### src/rtl/buffered_demultiplexer_pkg.sv
// Shared constants and helpers for the buffered 1-to-4 demultiplexer.
// Lane count, delivery counter width and its saturation ceiling live here.
package buffered_demultiplexer_pkg;

    localparam int LANES = 4;
    localparam int CNT_W = 4;
    localparam logic [CNT_W-1:0] CNT_SAT = 4'd15;

    typedef logic [LANES-1:0] lane_mask_t;
    typedef logic [1:0]       lane_idx_t;

    // Number of lanes set in a mask (0..4).
    function automatic logic [2:0] lane_popcount(input lane_mask_t mask);
        logic [2:0] n;
        n = 3'd0;
        for (int i = 0; i < LANES; i++) begin
            n = n + {2'b00, mask[i]};
        end
        return n;
    endfunction

    // Saturating add of a small increment onto the delivery counter.
    function automatic logic [CNT_W-1:0] sat_add(input logic [CNT_W-1:0] cnt,
                                                 input logic [2:0]       inc);
        logic [CNT_W:0] sum;
        sum = {1'b0, cnt} + {2'b00, inc};
        if (sum > {1'b0, CNT_SAT}) begin
            return CNT_SAT;
        end else begin
            return sum[CNT_W-1:0];
        end
    endfunction

endpackage

### src/rtl/buffered_demultiplexer_demux_lane.sv
// One-entry output buffer for a single demux lane: data register plus valid flag.
// A reload in the same cycle as a delivery keeps the lane valid with the new data.
module demux_lane
    import buffered_demultiplexer_pkg::*;
#(
    parameter int WIDTH = 1
) (
    input  logic             clk,
    input  logic             reset,
    input  logic             load,
    input  logic             ack,
    input  logic [WIDTH-1:0] din,
    output logic [WIDTH-1:0] data,
    output logic             valid
);

    logic [WIDTH-1:0] data_r;
    logic             valid_r;

    // Data register: captures din on load, otherwise holds the last loaded value.
    always_ff @(posedge clk or posedge reset) begin
        if (reset) begin
            data_r <= '0;
        end else if (load) begin
            data_r <= din;
        end else begin
            data_r <= data_r;
        end
    end

    // Valid flag: load has priority over delivery; ack on an empty lane is ignored.
    always_ff @(posedge clk or posedge reset) begin
        if (reset) begin
            valid_r <= 1'b0;
        end else if (load) begin
            valid_r <= 1'b1;
        end else if (ack && valid_r) begin
            valid_r <= 1'b0;
        end else begin
            valid_r <= valid_r;
        end
    end

    assign data  = data_r;
    assign valid = valid_r;

endmodule

### src/rtl/buffered_demultiplexer.sv
// Routes din to one of four buffered lanes (or all four on broadcast) with a
// ready/valid handshake per side and a saturating count of completed deliveries.
module buffered_demultiplexer
    import buffered_demultiplexer_pkg::*;
#(
    parameter int WIDTH = 1
) (
    input  logic             clk,
    input  logic             reset,
    input  logic             addr0,
    input  logic             addr1,
    input  logic [WIDTH-1:0] din,
    input  logic             broadcast,
    input  logic             in_valid,
    output logic             in_ready,
    output logic [WIDTH-1:0] out0,
    output logic [WIDTH-1:0] out1,
    output logic [WIDTH-1:0] out2,
    output logic [WIDTH-1:0] out3,
    output logic [3:0]       out_valid,
    input  logic [3:0]       out_ack,
    output logic [3:0]       deliver_count
);

    lane_idx_t        sel_s;
    lane_mask_t       free_s;
    lane_mask_t       load_s;
    lane_mask_t       deliver_s;
    lane_mask_t       valid_s;
    logic             ready_s;
    logic             accept_s;
    logic [WIDTH-1:0] lane_data_s [LANES];
    logic [CNT_W-1:0] count_r;

    assign sel_s     = {addr1, addr0};
    assign free_s    = ~valid_s | out_ack;
    assign deliver_s = valid_s & out_ack;
    assign accept_s  = in_valid & ready_s;

    // Ready: a unicast needs only its target lane free, a broadcast needs all lanes.
    always_comb begin
        ready_s = 1'b0;
        if (broadcast) begin
            ready_s = &free_s;
        end else begin
            ready_s = free_s[sel_s];
        end
    end

    // Lane load enables derived from the accepted transfer.
    always_comb begin
        load_s = '0;
        for (int i = 0; i < LANES; i++) begin
            if (accept_s && (broadcast || (sel_s == 2'(i)))) begin
                load_s[i] = 1'b1;
            end else begin
                load_s[i] = 1'b0;
            end
        end
    end

    for (genvar g = 0; g < LANES; g++) begin : g_lane
        demux_lane #(
            .WIDTH (WIDTH)
        ) u_lane (
            .clk   (clk),
            .reset (reset),
            .load  (load_s[g]),
            .ack   (out_ack[g]),
            .din   (din),
            .data  (lane_data_s[g]),
            .valid (valid_s[g])
        );
    end

    // Delivery counter: adds every lane handing off data this cycle, clamps at the ceiling.
    always_ff @(posedge clk or posedge reset) begin
        if (reset) begin
            count_r <= '0;
        end else begin
            count_r <= sat_add(count_r, lane_popcount(deliver_s));
        end
    end

    assign in_ready      = ready_s;
    assign out0          = lane_data_s[0];
    assign out1          = lane_data_s[1];
    assign out2          = lane_data_s[2];
    assign out3          = lane_data_s[3];
    assign out_valid     = valid_s;
    assign deliver_count = count_r;

endmodule

### config.mk
export PLATFORM = sky130hd
export DESIGN_NAME = buffered_demultiplexer
export DESIGN_NICKNAME = d
export VERILOG_FILES = /design/src/rtl/buffered_demultiplexer_pkg.sv /design/src/rtl/buffered_demultiplexer_demux_lane.sv /design/src/rtl/buffered_demultiplexer.sv
export SDC_FILE = /design/constraint.sdc
export NUM_CORES = 1
export LEC_CHECK = 0
export ABC_AREA = 1
export CAP_MARGIN = 20
export CORE_MARGIN = 1.5
export CORE_UTILIZATION = 25
export DETAILED_ROUTE_END_ITERATION = 16
export GPL_ROUTABILITY_DRIVEN = 0
export PLACE_DENSITY = 0.56
export SETUP_SLACK_MARGIN = 0.4
export SYNTH_ARGS = -nofsm -noshare
export SYNTH_HDL_FRONTEND = slang
export SYNTH_SLANG_ARGS = --single-unit
### constraint.sdc
create_clock -name clk -period 2.1 [get_ports clk]
set_input_delay 0.42 -clock clk [delete_from_list [all_inputs] [get_ports clk]]
set_output_delay 0.42 -clock clk [all_outputs]
set_load 0.05 [all_outputs]
==> results.md <==
* P&R area growth vs syn at 49.2%
* # port buffers at 23
* Pre-CTS WS at -488 ps
* Final setup margin at between 100 and 150 ps
* Die Span Y at between 50 and 60 um
* Worst Hold Class: in -> async
* Failing checks: DRC
* Final period utilization at 0.943
* Worst-margin pin slew at around 500 ps
* Cell type with the largest total area after synthesis: dfrtp_1
* CTS tree: done
* Worst EP required at around 2300 ps
* Worst r2r src: g_lane[2].u_lane.valid
* Top_reg_cell synth: dfrtp_1
* Post-synth top area share at 0.401
* Global-route wire length before repair at 3110 um
* Hold Buf Count CTS at 0
* Via count at 720
* FMAX at ~500 MHz
* WL/cell at around 11 um
* Clk_lat worst skew at between 200 and 300 ps
* Syn Inst Count at 96
* Synth unique cells at 16
* Layout cells sized above 1 at 0.323
* CORE AREA at between 2000 and 3000 um^2
* Critical path's slowest cell: fa_1
* # rows at 19
* CP Buf/Inv Count at 2
* Post-DRT Antenna Nets at 0
* Fin area at roughly 1100 um^2
* Die W at between 50 and 60 um
* H-tree lvl count at 1
* Fin. Hold Viols at 0
* Post-synthesis register bit count at 12
* Final Skew at between 3 and 4 ps
* Crit Path Max Fanout at 2
* Vias in the first global route at around 700
* RSZ-0062 raised after global routing: yes
* CTS Buf Count at 3
* Setup crit end kind: register
* Top Family by Delay on Critical Path: adder cells
* Dominant cells by area after synthesis: dfrtp_1, nand2_1, fa_1
* Min Tclk post-route at approximately 2000 ps
* Number of max-cap violations at 0
* Post-Syn Area at 748 um^2
* Avg Cell Area, Syn at slightly below 8 um^2
* Vias per cell at ~4.6
* Die area at about 3300 um^2
* Maximum vdd drop at 0.386 mV
* Max-slew violation count at 0
* CTS root buf: clkbuf_4
* Remaining Overflow, GRT at 0
* DRC Markers at 6
* Largest net degree at the start of global routing at 13
* Gr usage total at 0.123
* FFs w/ async S/R, synth at 1.00
* Half-perimeter wire length after placement at ~1300 um
* DRT iter0 DRCs at 15
* YS warnings at 0
* Power Density at 1200 nW/um^2
* Max_slew headroom at 0.667
* Net Count, Synth at roughly 110
* Worst r2r dst: deliver_count[1]
* Critical path data arrival time at about 2200 ps
* Critical path launch point type: register
* 1st-pass router iterations at 10
* DP Area at roughly 1000 um^2
* Antenna violations before repair at 0
* Starting Density at 0.267
* Reg2reg setup slack at approximately 120 ps
* Worst-path clk slew at around 80 ps
* WL final at around 1800 um
* Worst-case reg-to-reg path depth at 7
* Final setup violation count at 0
* Setup Crit Path Kind: reg -> reg
* CTS Sinks at 12
* Register area share after synthesis at 0.401
* Num ports at 24
* Post-synth EDFFs at 0
* ANT cells at 0
* Outcome: finished with violations
* Layout Nets at ~140
* Commonest cells post-synth: nand2_1, inv_1, dfrtp_1, nand4_1, nor2_1
* Crit-path cells: nand2_2 -> fa_1 -> fa_2 -> inv_2 -> fa_2 -> inv_2 -> nand2_1
* Lkg Pwr at slightly above 0.6 nW
* Count leader, synth: nand2_1
* Clock Path Buffers at 2
* Slowest stage delay, CP at a little under 500 ps
==> worst reg2reg max path: stages, from the launching register on <==
cell and delay (ps):
dfrtp_1 370, nand2_2 60, fa_1 490, fa_2 360, inv_2 60, fa_2 420
inv_2 60, nand2_1 40
==> metal layers <==
layer	wire, um	track usage	share of wire	up-vias
met3	131	0.0246	0.072	5
met5	0	0	0	-
li1	-	-	-	356
met2	796	0.177	0.44	31
met4	48	0.0797	0.026	0
met1	839	0.168	0.46	328
==> cell families after synthesis <==
kind of cell	Yosys count	share of synthesized area
buf+inv	23	0.137
flops	12	0.401
compound gates	7	0.0468
fa+ha+maj	4	0.0970
simple gates	50	0.318
==> cell type report <==
type                            count  area [um^2]
Clock buffer                        4         36.3
Inverter                           18         67.6
Multi-Input combinational cell     61          387
Sequential cell                    12          302
Timing Repair Buffer               32          285
Tap cell                           31         38.8
Fill cell                         300         1690
==> where the power goes <==
| group | switching, mW | internal [mW] | leakage [nW] |
|---|---|---|---|
| clock | 0.0896 | 0.106 | 0.0210 |
| sequential | 0.0703 | 0.310 | 0.144 |
| combinational | 0.516 | 0.250 | 0.451 |
| total | 0.676 | 0.666 | 0.616 |
==> cells in the final DEF, fill, tap and decap left out <==
cell type / instances
buf_4: 9
nor2_1: 6
clkbuf_4: 3
o21ai_1: 2
nand2_1: 23
inv_2: 7
dlymetal6s2s_1: 1
clkdlybuf4s50_1: 4
clkbuf_8: 1
dfrtp_2: 1
dlygate4sd2_1: 12
nand2_4: 1
o21ai_2: 3
nor2_4: 2
buf_12: 1
nand2_2: 7
inv_1: 11
fa_1: 1
clkdlybuf4s15_1: 3
dfrtp_1: 11
clkbuf_2: 2
nand3_2: 2
fa_2: 2
o21ai_0: 2
nand4_1: 9
ha_1: 1
==> registers in the layout (all words and copies together) (netlist names) <==
signal               flops
deliver_count            4
g_lane.u_lane.data       4
g_lane.u_lane.valid      4
==> metrics by stage <==
step                      power, mW  utilization  setup TNS, ps  hold slack (ps)  std cells
after global placement         1.13        0.367          -1700              469        149
after global routing           1.44        0.398              0              495        158
after CTS                      1.31        0.387              0              460        157
final                          1.34        0.398              0              435        158
after floorplan               0.887            -              0              285         96
after detailed placement       1.13        0.367          -1810              465        149
==> worst max-delay path by stage <==
stage / startpoint / end / slack, ps / cells past startpoint
finish: g_lane[2].u_lane.valid / deliver_count[1] / 120 / 7
global route: g_lane[2].u_lane.valid / deliver_count[1] / 50 / 7
CTS: g_lane[0].u_lane.valid / deliver_count[1] / 90 / 7
detailed placement: out_ack[2] / deliver_count[2] / -490 / 10
global placement: out_ack[2] / deliver_count[1] / -450 / 8
floorplan: deliver_count[0] / deliver_count[1] / 60 / 7
==> timing repair <==
action	in CTS	in global routing
endpoints found under the setup margin	17	9
gates resized for setup	24	17
pin swaps	8	7
buffers inserted	4	1
Power figures use the tool's default switching activity.
